`src/rtl/order_dispatch_arbiter_if.sv`:
```
// Order dispatch bus: the parser request channels, the shared order-book
// command bus and the arbiter status outputs, carried as one bundle.
//   slave  : seen from the arbiter. It receives requests and book_ready, and
//            drives req_ready, book_valid, the payload and the status flags.
//   master : seen from the environment (parsers, books, testbench).
// Packing of the request vectors:
//   req_order_id / req_quantity : requester i at [32i+31:32i]
//   req_price                   : requester i at [64i+63:64i]
//   req_stock_activate          : requester i at [3*NUM_BOOKS*i +: 3*NUM_BOOKS].
//                                 Within a slice, book k uses bits
//                                 {add,delete,decrease} at [3(NUM_BOOKS-1-k) +: 3],
//                                 so book 0 sits in the MSBs.
interface order_dispatch_arbiter_if #(
    parameter int NUM_REQ   = 2,
    parameter int NUM_BOOKS = 4
);
    localparam int GW = $clog2(NUM_REQ);

    logic [NUM_REQ-1:0]             req_valid;
    logic [NUM_REQ-1:0]             req_ready;
    logic [NUM_REQ*32-1:0]          req_order_id;
    logic [NUM_REQ*32-1:0]          req_quantity;
    logic [NUM_REQ*64-1:0]          req_price;
    logic [NUM_REQ*3*NUM_BOOKS-1:0] req_stock_activate;

    logic [NUM_BOOKS-1:0]           book_valid;
    logic [NUM_BOOKS-1:0]           book_ready;
    logic [31:0]                    out_order_id;
    logic [31:0]                    out_quantity;
    logic [63:0]                    out_price;
    logic [2:0]                     out_op;

    logic [GW-1:0]                  grant_id;
    logic                           busy;
    logic                           illegal_err;
    logic                           timeout_err;

    modport slave (
        input  req_valid, req_order_id, req_quantity, req_price,
               req_stock_activate, book_ready,
        output req_ready, book_valid, out_order_id, out_quantity, out_price,
               out_op, grant_id, busy, illegal_err, timeout_err
    );

    modport master (
        output req_valid, req_order_id, req_quantity, req_price,
               req_stock_activate, book_ready,
        input  req_ready, book_valid, out_order_id, out_quantity, out_price,
               out_op, grant_id, busy, illegal_err, timeout_err
    );
endinterface

```
`src/rtl/order_dispatch_arbiter.sv`:
```
// Round-robin arbiter that shares the order-book command bus between
// NUM_REQ message parsers. A winner's command is checked for a single
// active {add,delete,decrease} bit, presented to the addressed book with
// book_valid until book_ready (or TIMEOUT cycles), and the winner then gets
// a one-cycle req_ready. illegal_err / timeout_err pulse together with it.
// Ports:
//   clk    : clock
//   resetn : synchronous active-low reset
//   bus    : order_dispatch_arbiter_if.slave (requests, book bus, status)
module order_dispatch_arbiter #(
    parameter int NUM_REQ   = 2,
    parameter int NUM_BOOKS = 4,
    parameter int TIMEOUT   = 255
) (
    input  logic                       clk,
    input  logic                       resetn,
    order_dispatch_arbiter_if.slave    bus
);
    localparam int GW = $clog2(NUM_REQ);
    localparam int AW = 3 * NUM_BOOKS;
    localparam logic [GW:0]          NREQ_W   = (GW+1)'(NUM_REQ);
    localparam logic [15:0]          TMO_LAST = 16'(TIMEOUT - 1);
    localparam logic [NUM_REQ-1:0]   REQ_ONE  = {{(NUM_REQ-1){1'b0}}, 1'b1};

    localparam logic [1:0] IDLE  = 2'd0;
    localparam logic [1:0] ISSUE = 2'd1;
    localparam logic [1:0] ACK   = 2'd2;

    logic [1:0]            state;
    logic [GW-1:0]         rr_ptr;
    logic [15:0]           wait_cnt;

    logic [2*NUM_REQ-1:0]  rot_valid;
    logic [GW-1:0]         win_off;
    logic [GW:0]           win_sum;
    logic                  any_valid;
    logic [GW-1:0]         win_idx;
    logic [GW-1:0]         next_ptr;
    logic [31:0]           win_oid;
    logic [31:0]           win_qty;
    logic [63:0]           win_price;
    logic [AW-1:0]         win_act;
    logic [NUM_BOOKS-1:0]  win_books;
    logic [2:0]            win_op;
    logic                  win_legal;
    logic                  book_hit;

    // Rotate the valid vector so that rr_ptr lands at bit 0; the lowest set
    // bit is then the round-robin winner, offset from rr_ptr.
    always_comb begin
        rot_valid = {bus.req_valid, bus.req_valid} >> rr_ptr;
        any_valid = 1'b0;
        win_off   = '0;
        for (int unsigned i = 0; i < NUM_REQ; i++) begin
            if (!any_valid && rot_valid[i]) begin
                any_valid = 1'b1;
                win_off   = GW'(i);
            end
        end
        win_sum  = {1'b0, rr_ptr} + {1'b0, win_off};
        win_idx  = (win_sum >= NREQ_W) ? GW'(win_sum - NREQ_W) : GW'(win_sum);
        next_ptr = (win_idx == GW'(NUM_REQ - 1)) ? '0 : win_idx + 1'b1;
    end

    always_comb begin
        win_oid   = '0;
        win_qty   = '0;
        win_price = '0;
        win_act   = '0;
        for (int unsigned i = 0; i < NUM_REQ; i++) begin
            if (win_idx == GW'(i)) begin
                win_oid   = bus.req_order_id[32*i +: 32];
                win_qty   = bus.req_quantity[32*i +: 32];
                win_price = bus.req_price[64*i +: 64];
                win_act   = bus.req_stock_activate[AW*i +: AW];
            end
        end
    end

    // Book 0 occupies the top triplet of the activate slice.
    always_comb begin
        win_books = '0;
        win_op    = '0;
        for (int unsigned k = 0; k < NUM_BOOKS; k++) begin
            win_books[k] = |win_act[3*(NUM_BOOKS-1-k) +: 3];
            win_op       = win_op | win_act[3*(NUM_BOOKS-1-k) +: 3];
        end
        win_legal = $onehot(win_act);
    end

    // Only the addressed book's ready counts.
    always_comb begin
        book_hit = |(bus.book_valid & bus.book_ready);
    end

    always_ff @(posedge clk) begin
        if (!resetn) begin
            state            <= IDLE;
            rr_ptr           <= '0;
            wait_cnt         <= '0;
            bus.req_ready    <= '0;
            bus.book_valid   <= '0;
            bus.out_order_id <= '0;
            bus.out_quantity <= '0;
            bus.out_price    <= '0;
            bus.out_op       <= '0;
            bus.grant_id     <= '0;
            bus.busy         <= 1'b0;
            bus.illegal_err  <= 1'b0;
            bus.timeout_err  <= 1'b0;
        end else begin
            // req_ready and error flags are pulses that live only in ACK.
            bus.req_ready   <= '0;
            bus.illegal_err <= 1'b0;
            bus.timeout_err <= 1'b0;
            case (state)
                IDLE: begin
                    if (any_valid) begin
                        bus.out_order_id <= win_oid;
                        bus.out_quantity <= win_qty;
                        bus.out_price    <= win_price;
                        bus.grant_id     <= win_idx;
                        rr_ptr           <= next_ptr;
                        bus.busy         <= 1'b1;
                        if (win_legal) begin
                            bus.book_valid <= win_books;
                            bus.out_op     <= win_op;
                            state          <= ISSUE;
                        end else begin
                            bus.illegal_err <= 1'b1;
                            bus.req_ready   <= REQ_ONE << win_idx;
                            state           <= ACK;
                        end
                    end
                end
                ISSUE: begin
                    wait_cnt <= wait_cnt + 1'b1;
                    if (book_hit) begin
                        bus.book_valid <= '0;
                        bus.req_ready  <= REQ_ONE << bus.grant_id;
                        state          <= ACK;
                    end else if (wait_cnt == TMO_LAST) begin
                        bus.book_valid  <= '0;
                        bus.timeout_err <= 1'b1;
                        bus.req_ready   <= REQ_ONE << bus.grant_id;
                        state           <= ACK;
                    end
                end
                ACK: begin
                    wait_cnt <= '0;
                    bus.busy <= 1'b0;
                    state    <= IDLE;
                end
                default: begin
                    wait_cnt <= '0;
                    bus.busy <= 1'b0;
                    state    <= IDLE;
                end
            endcase
        end
    end
endmodule

```
`src/flat_wrapper.sv`:
```
// flat-port wrapper written by rule: the top's interface ports become plain ports
module order_dispatch_arbiter_flat 
#(
    parameter int NUM_REQ   = 2,
    parameter int NUM_BOOKS = 4,
    parameter int TIMEOUT   = 255
)
  (clk, resetn, bus_req_valid, bus_req_order_id, bus_req_quantity, bus_req_price, bus_req_stock_activate, bus_book_ready, bus_req_ready, bus_book_valid, bus_out_order_id, bus_out_quantity, bus_out_price, bus_out_op, bus_grant_id, bus_busy, bus_illegal_err, bus_timeout_err);
  order_dispatch_arbiter_if #(.NUM_REQ(NUM_REQ), .NUM_BOOKS(NUM_BOOKS)) bus_i ();
  input  logic clk;
  input  logic resetn;
  input wire logic [$bits(bus_i.req_valid)-1:0] bus_req_valid;
  input wire logic [$bits(bus_i.req_order_id)-1:0] bus_req_order_id;
  input wire logic [$bits(bus_i.req_quantity)-1:0] bus_req_quantity;
  input wire logic [$bits(bus_i.req_price)-1:0] bus_req_price;
  input wire logic [$bits(bus_i.req_stock_activate)-1:0] bus_req_stock_activate;
  input wire logic [$bits(bus_i.book_ready)-1:0] bus_book_ready;
  output wire logic [$bits(bus_i.req_ready)-1:0] bus_req_ready;
  output wire logic [$bits(bus_i.book_valid)-1:0] bus_book_valid;
  output wire logic [$bits(bus_i.out_order_id)-1:0] bus_out_order_id;
  output wire logic [$bits(bus_i.out_quantity)-1:0] bus_out_quantity;
  output wire logic [$bits(bus_i.out_price)-1:0] bus_out_price;
  output wire logic [$bits(bus_i.out_op)-1:0] bus_out_op;
  output wire logic [$bits(bus_i.grant_id)-1:0] bus_grant_id;
  output wire logic [$bits(bus_i.busy)-1:0] bus_busy;
  output wire logic [$bits(bus_i.illegal_err)-1:0] bus_illegal_err;
  output wire logic [$bits(bus_i.timeout_err)-1:0] bus_timeout_err;
  assign bus_i.req_valid = bus_req_valid;
  assign bus_i.req_order_id = bus_req_order_id;
  assign bus_i.req_quantity = bus_req_quantity;
  assign bus_i.req_price = bus_req_price;
  assign bus_i.req_stock_activate = bus_req_stock_activate;
  assign bus_i.book_ready = bus_book_ready;
  assign bus_req_ready = bus_i.req_ready;
  assign bus_book_valid = bus_i.book_valid;
  assign bus_out_order_id = bus_i.out_order_id;
  assign bus_out_quantity = bus_i.out_quantity;
  assign bus_out_price = bus_i.out_price;
  assign bus_out_op = bus_i.out_op;
  assign bus_grant_id = bus_i.grant_id;
  assign bus_busy = bus_i.busy;
  assign bus_illegal_err = bus_i.illegal_err;
  assign bus_timeout_err = bus_i.timeout_err;
  order_dispatch_arbiter #(.NUM_REQ(NUM_REQ), .NUM_BOOKS(NUM_BOOKS), .TIMEOUT(TIMEOUT)) u_core (.clk(clk), .resetn(resetn), .bus(bus_i));
endmodule
```
`config.mk`:
```
export PLATFORM = sky130hd
export DESIGN_NAME = order_dispatch_arbiter_flat
export DESIGN_NICKNAME = d
export VERILOG_FILES = /design/src/rtl/order_dispatch_arbiter_if.sv /design/src/rtl/order_dispatch_arbiter.sv /design/src/flat_wrapper.sv
export SDC_FILE = /design/constraint.sdc
export NUM_CORES = 1
export LEC_CHECK = 0
export CAP_MARGIN = 15
export CORE_AREA = 2 2 168 170
export CTS_CLUSTER_SIZE = 20
export DETAILED_ROUTE_END_ITERATION = 16
export DIE_AREA = 0 0 170 172
export PLACE_DENSITY_LB_ADDON = 0.12
export SLEW_MARGIN = 0
export SYNTH_ARGS = -nofsm -noshare
export SYNTH_HDL_FRONTEND = slang
export SYNTH_SLANG_ARGS = --single-unit
```
`constraint.sdc`:
```
create_clock -name clk -period 6.3 [get_ports clk]
set_clock_uncertainty 0.05 [all_clocks]
set_input_delay 1.26 -clock clk [delete_from_list [all_inputs] [get_ports clk]]
set_output_delay 1.26 -clock clk [all_outputs]
set_load 0.02 [all_outputs]
```
==> run metrics <==
synthesized area=about 6600 um2; grt ovf=0; TritonRoute pass-1 iters=9; Die Area=29200 um2; met1 WL=11100 um; vias per cell=4.95; syn_area_per_cell=9.81 um2; fin crit period=5.97 ns; area delta synth->final=78.7%; post_cts resized=0; Die X=roughly 170 um; Initial Util=24.1%; mux contribution to synthesized area=2.74%; outcome=finished, final reports clean; clk_lat worst skew=0.42 ns; first-pass GRT wire length=40600 um; violation count after the first detailed-route iteration=791; layout cell share with drive strength beyond 1=under 10%; clk sink count=between 150 and 200; Setup Buffers After CTS=0; DRC violations left=0; largest family of logic cells by synthesized area=compound AO/OA/AOI/OAI gates; pin count of the biggest net entering global routing=115; clock buffer count from CTS=17; vias in the first global route=7088; CP Launch Type=input pin; adder-cell share of the synthesized area=4.91%; TritonCTS clock tree=built; die height=172 um; critical path class=in2reg; clock tree buffer depth=2; Clk pwr share=25.0%; Slowest-stage cell, CP=fa_1; CP Capture Type=flop; xor and xnor fraction of the mapped netlist area=under 10%; Max-slew headroom=35.5%; GRT Util Overall=18.0%; Comb pwr share=43.8%; final instance area=roughly 12000 um2; Buffers on Ports=428; uppermost layer routed=met4; FF-to-FF End=u_core.bus.book_valid[3]; CTS H-tree depth=4; Final Hold Viols=0; R2R cell count=17; pwr dens=352 nW/um2; Max Cap Viol=0; Worst EP required=approximately 6.6 ns; register share of total power=between 30% and 40%; Critical Path End=u_core.bus.book_valid[3]; Worst Tran Pin Value=0.967 ns; Worst Path Max Fanout=8; LEAKAGE=4.46 nW; Async SR Flop Fraction=0%; total core area=27500 um2; Final Max Tran Viols=0; initial antenna violation count=2; Reg2Reg Setup Slack=1.26 ns; final net count=1386; Top FF cell, synth=dfxtp_1; # rows=61; CP Cell Sequence=clkdlybuf4s50_1 > inv_1 > maj3_2 > buf_4 > mux2i_1 > ha_1 > inv_1 > fa_1 > fa_1 > inv_1 > fa_1 > ha_1 > inv_1 > fa_1 > xnor2_1 > nor4b_4 > nor3_2 > a2111oi_4 > buf_4 > mux2i_1; Final TNS setup=0 ns; reg2reg start=u_core.rr_ptr; Final HPWL DP=19500 um; CTS Root Cell=clkbuf_16; met3 WL=2140 um; CP peak stage delay=0.52 ns; Yosys warning count=0; Post-Synthesis Net Count=985; cell internal pwr=2.62 mW; Hold WC Path Type=reg2reg; Vias=between 7k and 8k; IO Count=around 430; RSZ-0062 raised after global routing=false; crit share post-route=around 95%; Peak VDD IR=around 0.20 mV; gp weighted congestion=0.768; Yosys reg bits=160; register area share after synthesis=about half; simple-gate share of the synthesized area=13.9%; post-synth cell types=45; Placed Area=11300 um2; ANT nets after route=0; Worst-path clk slew=approximately 0.070 ns; wire per inst=19.3 um; highest clock rate=0.168 GHz; Setup Viol. Count Final=0; CP startpoint=bus_req_valid[0]; Syn Inst Count=approximately 680; CTS hold repair buffers=0; Compound-Gate Fraction of Synth Area=22.7%; crit path DAT=6.27 ns; Switch Pwr=approximately 1.5 mW; WL met2=14100 um; Post-synth EDFFs=0; final wirelength=27800 um; switching portion of total power=37.0%
## cells in the final DEF (no fill, tap or decap), types with 2 or more instances in the layout
cell             Yosys  routed
clkdlybuf4s50_1      0     428
inv_6                0       6
nor3_1               7       6
xor2_1              11      11
dfxtp_1            160     160
o21bai_1             3       3
buf_12               0       2
a32oi_1              2       2
a222oi_1           128     128
nor2_1             161     161
and4_1               2       2
clkinv_4             0       3
nor4_1               3       3
nand4_1              6       6
fa_1                 7       7
a22oi_1              3       3
nor3_2               1       2
a211oi_1             2       2
diode_2              0       2
clkbuf_16            0      17
nand3b_1             2       2
o21ai_0              4       4
a21oi_1              8       7
inv_8                0       3
ha_1                14      14
nand3_1              7       7
nor4bb_1             2       2
xnor2_1              3       3
or3_1                2       2
mux2_2               9       9
mux2i_1              8       8
nand2b_1             2       2
nand2_1             14      14
buf_4                0      15
inv_1               27      27
## power groups by stage
| stage | combinational [mW] | clock, mW | sequential (mW) |
|---|---|---|---|
| CTS | 1.85 | 1.07 | 1.30 |
| floorplan | 0.831 | 0 | 1.52 |
| global route | 1.99 | 1.12 | 1.32 |
| global placement | 1.83 | 0 | 1.32 |
| detailed placement | 1.84 | 0 | 1.31 |
| finish | 1.83 | 1.04 | 1.30 |
## cell families after synthesis
group / after synthesis
AND/OR/NAND/NOR: 214
flip-flops: 160
AO/OA/AOI/OAI: 158
buffers and inverters: 91
adder cells (fa/ha/maj): 22
multiplexers: 17
XOR/XNOR: 14
## synth_stat cells, drive strengths merged, types with 2 or more instances
cell | instances | area share, %
nor2 | 161 | 9.1
dfxtp | 160 | 48
a222oi | 128 | 19
clkbuf | 44 | 2.5
inv | 28 | 1.6
buf | 19 | 1.4
ha | 14 | 2.6
nand2 | 14 | 0.79
xor2 | 11 | 1.5
mux2 | 9 | 1.5
a21oi | 8 | 0.60
mux2i | 8 | 1.2
nor3 | 8 | 0.68
fa | 7 | 2.1
nand3 | 7 | 0.53
nand4 | 6 | 0.57
o21ai | 5 | 0.38
a211oi | 3 | 0.42
a22oi | 3 | 0.34
nor4 | 3 | 0.28
o21bai | 3 | 0.34
xnor2 | 3 | 0.40
a32oi | 2 | 0.26
and3 | 2 | 0.21
and4 | 2 | 0.26
nand2b | 2 | 0.19
nand3b | 2 | 0.23
nor4b | 2 | 0.49
nor4bb | 2 | 0.30
or3 | 2 | 0.19
## critical path, delay by kind of cell
| family | cells | cell delay (ns) |
|---|---|---|
| AO/OA/AOI/OAI | 1 | 0.29 |
| multiplexers | 2 | 0.31 |
| adder cells (fa/ha/maj) | 7 | 2.76 |
| AND/OR/NAND/NOR | 2 | 0.40 |
| XOR/XNOR | 1 | 0.19 |
| buffers and inverters | 7 | 1.05 |
## routing by layer
| layer | up-vias | track usage (%) |
|---|---|---|
| li1 | 3411 | - |
| met1 | 3398 | 21.3 |
| met2 | 280 | 31.1 |
| met3 | 25 | 5.63 |
| met4 | 0 | 5.91 |
| met5 | - | 0 |
## worst min-delay path by stage
stage / endpoint / cells past startpoint / start
4_1_cts: u_core.bus.book_valid[2] / 2 / u_core.bus.book_valid[2]
3_5_place_dp: u_core.bus.busy / 2 / u_core.bus.busy
5_1_grt: u_core.bus.book_valid[2] / 2 / u_core.bus.book_valid[2]
2_1_floorplan: u_core.wait_cnt[15] / 2 / u_core.wait_cnt[15]
6_report: u_core.bus.book_valid[2] / 2 / u_core.bus.book_valid[2]
3_3_place_gp: u_core.bus.busy / 2 / u_core.bus.busy
## registers in the layout, summed over array words and instances, names as in the netlist, 2 cells and up
name / count
u_core.bus.out_quantity: 32
u_core.bus.req_ready: 2
u_core.wait_cnt: 16
u_core.bus.book_valid: 4
u_core.bus.out_order_id: 32
u_core.state: 2
u_core.bus.out_price: 64
u_core.bus.out_op: 3
## layout make-up
cell class              instances  area, um2
flip-flops and latches        160       3200
clock inverters                14        148
inverters                      28        108
multi-input cells             425       3090
clock buffers                  17        425
diodes                          2       5.00
fillers                      2719      15600
well taps                     346        433
repair buffers                445       4440
## metrics by stage
| stage | utilization (%) | std cells | setup slack, ns | hold WS [ns] | total power [mW] |
|---|---|---|---|---|---|
| 5_1_grt | 43.1 | 1437 | 0.0255 | 0.448 | 4.43 |
| 6_report | 43.1 | 1437 | 0.331 | 0.432 | 4.17 |
| 4_1_cts | 43.1 | 1435 | 0.188 | 0.436 | 4.22 |
| 2_1_floorplan | - | 676 | 0.297 | 0.429 | 2.35 |
| 3_5_place_dp | 41.0 | 1404 | -0.253 | 0.422 | 3.16 |
| 3_3_place_gp | 41.0 | 1404 | -0.205 | 0.403 | 3.15 |
(Power assumes the default switching activity.)
